### config.mk
export PLATFORM = sky130hd
export DESIGN_NAME = sequential_divider_16_bit
export DESIGN_NICKNAME = d
export VERILOG_FILES = /design/src/rtl/sequential_divider_16_bit.sv
export SDC_FILE = /design/constraint.sdc
export NUM_CORES = 1
export LEC_CHECK = 0
export BUFFER_PORTS_ARGS = -buffer_cell sky130_fd_sc_hd__buf_2
export CAP_MARGIN = 0
export CORE_MARGIN = 3
export CORE_UTILIZATION = 50
export CTS_CLUSTER_SIZE = 40
export DETAILED_ROUTE_END_ITERATION = 7
export GPL_ROUTABILITY_DRIVEN = 0
export PLACE_DENSITY = 0.7
export SLEW_MARGIN = 10
export SYNTH_ARGS = -nofsm -noshare
export SYNTH_HDL_FRONTEND = slang
export SYNTH_SLANG_ARGS = --single-unit
### constraint.sdc
create_clock -name clk -period 3.3 [get_ports clk]
set_clock_uncertainty 0.15 [all_clocks]
set_input_delay 0.33 -clock clk [delete_from_list [all_inputs] [get_ports clk]]
set_output_delay 0.33 -clock clk [all_outputs]
set_load 0.05 [all_outputs]
### src/rtl/sequential_divider_16_bit.sv
// Sequential signed 16-bit divider: one unsigned restoring step per clock
// on operand magnitudes, followed by a sign-fixup cycle. Results truncate
// toward zero and the remainder takes the sign of the dividend.
module sequential_divider_16_bit #(
  parameter int unsigned WIDTH = 16
) (
  input  logic                    clk,
  input  logic                    reset,
  input  logic                    start,
  input  logic signed [WIDTH-1:0] dividend,
  input  logic signed [WIDTH-1:0] divisor,
  output logic signed [WIDTH-1:0] quotient,
  output logic signed [WIDTH-1:0] remainder,
  output logic                    busy,
  output logic                    done,
  output logic                    div_by_zero
);

  localparam int unsigned PR_W  = WIDTH + 1;        // partial remainder width
  localparam int unsigned SH_W  = WIDTH + 2;        // shifted/trial width (keeps borrow bit)
  localparam int unsigned CNT_W = $clog2(WIDTH);
  localparam logic [CNT_W-1:0] LAST_STEP = CNT_W'(WIDTH - 1);

  typedef enum logic [1:0] {IDLE, CALC, FIX, DONE} state_t;

  state_t state, state_nxt;

  logic [CNT_W-1:0]        cnt;
  logic [PR_W-1:0]         prem;        // partial remainder
  logic [WIDTH-1:0]        qsh;         // dividend bits shift out, quotient bits shift in
  logic [WIDTH-1:0]        dvs_mag;
  logic                    dvd_neg;
  logic                    dvs_neg;
  logic                    zero_pend;   // divide-by-zero result due on the next edge
  logic signed [WIDTH-1:0] op_dividend;

  logic                    accept_c;
  logic [SH_W-1:0]         shifted_c;
  logic [SH_W-1:0]         trial_c;
  logic                    step_ok_c;

  logic signed [WIDTH-1:0] quotient_d;
  logic signed [WIDTH-1:0] remainder_d;
  logic                    busy_d;
  logic                    done_d;
  logic                    div_by_zero_d;

  assign accept_c = start && ((state == IDLE) || (state == DONE));

  // Restoring step: shift in next dividend bit, trial-subtract |divisor|
  always_comb begin
    shifted_c = {prem, qsh[WIDTH-1]};
    trial_c   = shifted_c - SH_W'(dvs_mag);
    step_ok_c = ~trial_c[SH_W-1];
  end

  // State register
  always_ff @(posedge clk or negedge reset) begin
    if (!reset) state <= IDLE;
    else        state <= state_nxt;
  end

  // Next-state logic; a zero divisor bypasses CALC/FIX and completes from DONE
  always_comb begin
    state_nxt = state;
    case (state)
      IDLE, DONE: begin
        if (start) state_nxt = (divisor == '0) ? DONE : CALC;
        else       state_nxt = IDLE;
      end
      CALC:    if (cnt == LAST_STEP) state_nxt = FIX;
      FIX:     state_nxt = DONE;
      default: state_nxt = IDLE;
    endcase
  end

  // Next values of the registered outputs; results only move on completion
  always_comb begin
    quotient_d    = quotient;
    remainder_d   = remainder;
    div_by_zero_d = div_by_zero;
    done_d        = 1'b0;
    busy_d        = (state_nxt == CALC) || (state_nxt == FIX);
    if (state == FIX) begin
      quotient_d    = (dvd_neg ^ dvs_neg) ? WIDTH'(-qsh) : qsh;
      remainder_d   = dvd_neg ? WIDTH'(-prem[WIDTH-1:0]) : prem[WIDTH-1:0];
      div_by_zero_d = 1'b0;
      done_d        = 1'b1;
    end
    if (zero_pend) begin
      quotient_d    = '1;
      remainder_d   = op_dividend;
      div_by_zero_d = 1'b1;
      done_d        = 1'b1;
    end
  end

  // Datapath and output registers
  always_ff @(posedge clk or negedge reset) begin
    if (!reset) begin
      cnt         <= '0;
      prem        <= '0;
      qsh         <= '0;
      dvs_mag     <= '0;
      dvd_neg     <= 1'b0;
      dvs_neg     <= 1'b0;
      zero_pend   <= 1'b0;
      op_dividend <= '0;
      quotient    <= '0;
      remainder   <= '0;
      busy        <= 1'b0;
      done        <= 1'b0;
      div_by_zero <= 1'b0;
    end else begin
      quotient    <= quotient_d;
      remainder   <= remainder_d;
      busy        <= busy_d;
      done        <= done_d;
      div_by_zero <= div_by_zero_d;
      zero_pend   <= 1'b0;
      if (accept_c) begin
        op_dividend <= dividend;
        dvd_neg     <= dividend[WIDTH-1];
        dvs_neg     <= divisor[WIDTH-1];
        qsh         <= dividend[WIDTH-1] ? WIDTH'(-dividend) : dividend;
        dvs_mag     <= divisor[WIDTH-1] ? WIDTH'(-divisor) : divisor;
        prem        <= '0;
        cnt         <= '0;
        zero_pend   <= (divisor == '0);
      end else if (state == CALC) begin
        prem <= step_ok_c ? trial_c[PR_W-1:0] : shifted_c[PR_W-1:0];
        qsh  <= {qsh[WIDTH-2:0], step_ok_c};
        cnt  <= cnt + 1'b1;
      end
    end
  end

endmodule

==> results <==
- The run finished with clean final reports.
- The first detailed-routing pass ran for 5 iterations.
- The share of the clock period used by the worst path after layout is 0.932.
- Across the run, the number of max-cap violations was 0.
- The later pin in the worst-skew pair is clocked with a latency of 0.36 ns.
- The number of diodes added for antenna fixing is 0.
- For this run, the register share of the synthesized area comes to 0.409.
- Summed over all layers, the routed wires come to 16600 um.
- Along the worst path, the maximum fanout reaches 3.
- In the global route stage, met2 resource usage came out at 0.370.
- The CTS tree is done.
- The headroom to the max-slew limit is 0.548.
- During synthesis, Yosys emitted a total of 0 warnings.
- The slew at the pin closest to its max-slew limit is 0.678 ns.
- The arrival time of the worst setup path is 3.21 ns.
- The area inside the core boundary is 0.0128 mm2.
- The delay of the slowest cell on the worst path is 0.41 ns.
- The initial core utilization is 0.517.
- Among all stages on the critical path, the largest delay is contributed by dfrtp_1.
- Total power for the finished layout comes to 0.00555 W.
- For this run, global-route usage on met1 was measured as 0.333.
- A synthesized cell averages 8.66 um2.
- Setup repair after global routing left no endpoint under its margin.
- The layer flagged by global routing as most heavily used is met2.
- The final count of negative-setup-slack endpoints is 0.
- The area added between synthesis and finish is 13.7%.
- The path category of the worst min-delay check is input port to flop.
- The total negative setup slack is 0 ns.
- The worst ir drop on vdd is 0.350 mV.
- The global route total overflow is 0.
- During placement, the flow inserted port buffers numbering 69.
- For this run, the total global-route usage over all layers was measured as 0.234.
- The leakage component of the power is 3.58 nW.
- The wire length of the first global-routing pass is 27700 um.
- The initial antenna violation count came to 0.
- The nature of the critical path endpoint is a flop.
- The kind of cell with the highest combined delay along the critical path is compound AO/OA/AOI/OAI gates.
- The post-synthesis net count is 822.
- The cell seen most often among critical-path stages is inv_1.
- The number of max-slew violations in the final report is 0.
- The number of distinct library cells after synthesis is 53.
- After detailed routing, the number of remaining DRC violations is 0.
- For this run, the top clock speed supported by timing is 0.325 GHz.
- The number of nets at the end of the flow is 879.
- The clock slew at the register clock pins of the worst setup and hold paths is 0.08 ns.
- Of the cells placed in the final design, the portion with a size suffix greater than 1 is 0.154.
- Measured along the y axis, the die boundary spans 121 um.
- The post-DP HPWL is 12000 um.
- The main flop type after synthesis is dfrtp_1.
- The final number of hold-violating endpoints came to 0.
- STA puts the critical path data required time at 3.44 ns.
- In this run the count of I/O pins placed on the die edge is 70.
- In this run the remaining antenna-violating nets after routing total 0.
- The iteration-0 DRC count of the detailed router is 510.
- The synthesized instance count is 763.
- The critical path goes through inv_1 -> ha_1 -> inv_1 -> fa_1 -> a21oi_2 -> o211ai_1 -> a221oi_2 -> a21oi_1 -> a311o_1 -> a211o_1 -> a31oi_1.
- The time the worst path needs with I/O delays and setup is 3.08 ns.
- The clock buffer count from CTS is 9.
- The number of buffers and inverters on the critical path is 2.
- The global routing usage on met3 is 0.0476.
- After floorplanning, the core was divided into 41 placement rows.
- The horizontal die dimension is 121 um.
- The cell at the root of the clock tree is clkbuf_16.
- Dividing the detail-routed via count by the number of cells gives 5.80.
- For this run, asynchronously set or reset flops after synthesis account for 1.00.
- The clock passes through at most 2 buffers.
- Buffers added to address setup during post-CTS repair amount to 0.
- The H-tree was split into 3 levels.
- The number of global-route vias before repair was 5504.
- The via count of the routed design is 5783.
- The library cell used most frequently in the layout, excluding fill and tap cells, is nand2_1.
- The cell area after technology mapping is 0.00661 mm2.
- The number of synthesized register bits is 108.
- The power per cell area is 738 mW/mm2.
- Dividing the detail-routed wire length by the instance count gives 16.7 um.
- In the layout the commonest cells are 116 x nand2_1, 108 x dfrtp_1, 90 x o21ai_0.
- The worst setup path is launched from a flop.
- Clock tree synthesis found a total of 108 sinks.
- In this run, synthesis inferred 0 flip-flops with an integrated enable.
- The critical path is of the flop to flop type.
- Entering global routing, the biggest net connects 59 pins.
- The floorplan step defined a die boundary enclosing 0.0146 mm2.
## tightest hold or removal path: stages
cell and delay [ns]:
buf_2 0.11, nand2_1 0.06, nand2_1 0.05
## what timing repair did
action / in CTS / in global routing
endpoints found under the hold margin: 50 / 0
setup endpoints to repair: 0 / 2
resized for setup: 0 / 2
hold buffers: 1 / 0
## final timing paths
check,from,to,slack (ns),cells past startpoint
max in group asynchronous,reset,remainder[8]$_DFFE_PN0P_,1.87,3
setup reg to reg,qsh[15]$_DFFE_PN0P_,prem[16]$_DFFE_PN0P_,0.22,11
hold reg to reg,div_by_zero$_DFFE_PN0P_,div_by_zero$_DFFE_PN0P_,0.33,1
min in group asynchronous,reset,state[1]$_DFF_PN0_,0.39,2
setup / recovery,qsh[15]$_DFFE_PN0P_,prem[16]$_DFFE_PN0P_,0.22,11
hold / removal,dividend[6],op_dividend[6]$_DFFE_PN0P_,0.08,3
## cell families after synthesis
| family | count (synthesis) | share of synthesized area |
|---|---|---|
| xor gates and xnor gates | 70 | 0.0928 |
| DFF | 108 | 0.409 |
| AOI/OAI and AO/OA | 210 | 0.198 |
| muxes | 21 | 0.0318 |
| buffers and inverters | 74 | 0.0424 |
| and+or+nand+nor | 256 | 0.179 |
| adders and majority gates | 24 | 0.0466 |
## flip-flops by register name, indices dropped and copies added (netlist names), 2 cells and up
| signal | count |
|---|---|
| prem | 17 |
| dvs_mag | 16 |
| qsh | 16 |
| quotient | 16 |
| remainder | 16 |
| op_dividend | 15 |
| cnt | 4 |
| state | 2 |
## per-stage QoR
stage / area (um2) / std cells / util / hold slack (ns) / worst slack (ns)
floorplan: 6610 / 763 / - / -0.116 / 0.467
global placement: 7160 / 980 / 0.561 / 0.251 / 0.255
detailed placement: 7160 / 980 / 0.561 / 0.256 / 0.150
CTS: 7500 / 997 / 0.588 / 0.0694 / 0.139
global route: 7510 / 997 / 0.588 / 0.0882 / 0.0143
finish: 7510 / 997 / 0.588 / 0.0763 / 0.225
## final cells by class
class                      instances  area (um2)
clock inverter                     7         105
clock buffer                       9         225
inverter                          32         120
multi-input combinational        581        3640
tap                              172         215
timing repair buffer              88         505
fill                            1125        5260
sequential                       108        2700
## routing by layer
| layer | routed length, um | vias up |
|---|---|---|
| met1 | 7530 | 2723 |
| met3 | 1170 | 24 |
| met2 | 7650 | 241 |
| li1 | - | 2795 |
| met4 | 252 | 0 |
| met5 | 0 | - |
## where the power goes
| part | total (W) | internal, W | switching, W | leakage, nW |
|---|---|---|---|---|
| Combinational | 0.00246 | 0.00100 | 0.00146 | 2.02 |
| Clock | 0.00120 | 0.000678 | 0.000524 | 0.159 |
| Sequential | 0.00189 | 0.00156 | 0.000328 | 1.41 |
## synth_stat cells, types with 3 or more instances
cell type	instances	area (um2)
nand2b_1	8	50.1
or2_2	8	50.1
o21a_1	4	30.0
inv_1	32	120
o211ai_1	4	30.0
nor4_1	6	37.5
xor2_1	37	324
clkbuf_1	37	139
a21oi_1	34	170
nand4_1	3	18.8
a211o_1	10	87.6
o21ai_0	90	450
o2111ai_1	4	35.0
or4_1	6	45.0
nand2_1	117	439
xnor2_1	33	289
mux2i_1	21	210
nand3_1	23	115
nor2b_1	4	25.0
buf_1	3	11.3
a21o_1	6	45.0
or4_4	3	33.8
a31oi_1	16	100
ha_1	23	288
a22oi_1	4	30.0
o41ai_1	7	61.3
o31ai_1	13	97.6
o311ai_0	3	26.3
dfrtp_1	108	2700
nor3_1	11	55.1
or3_1	7	43.8
nor2_1	49	184
Power figures use the tool's default switching activity.
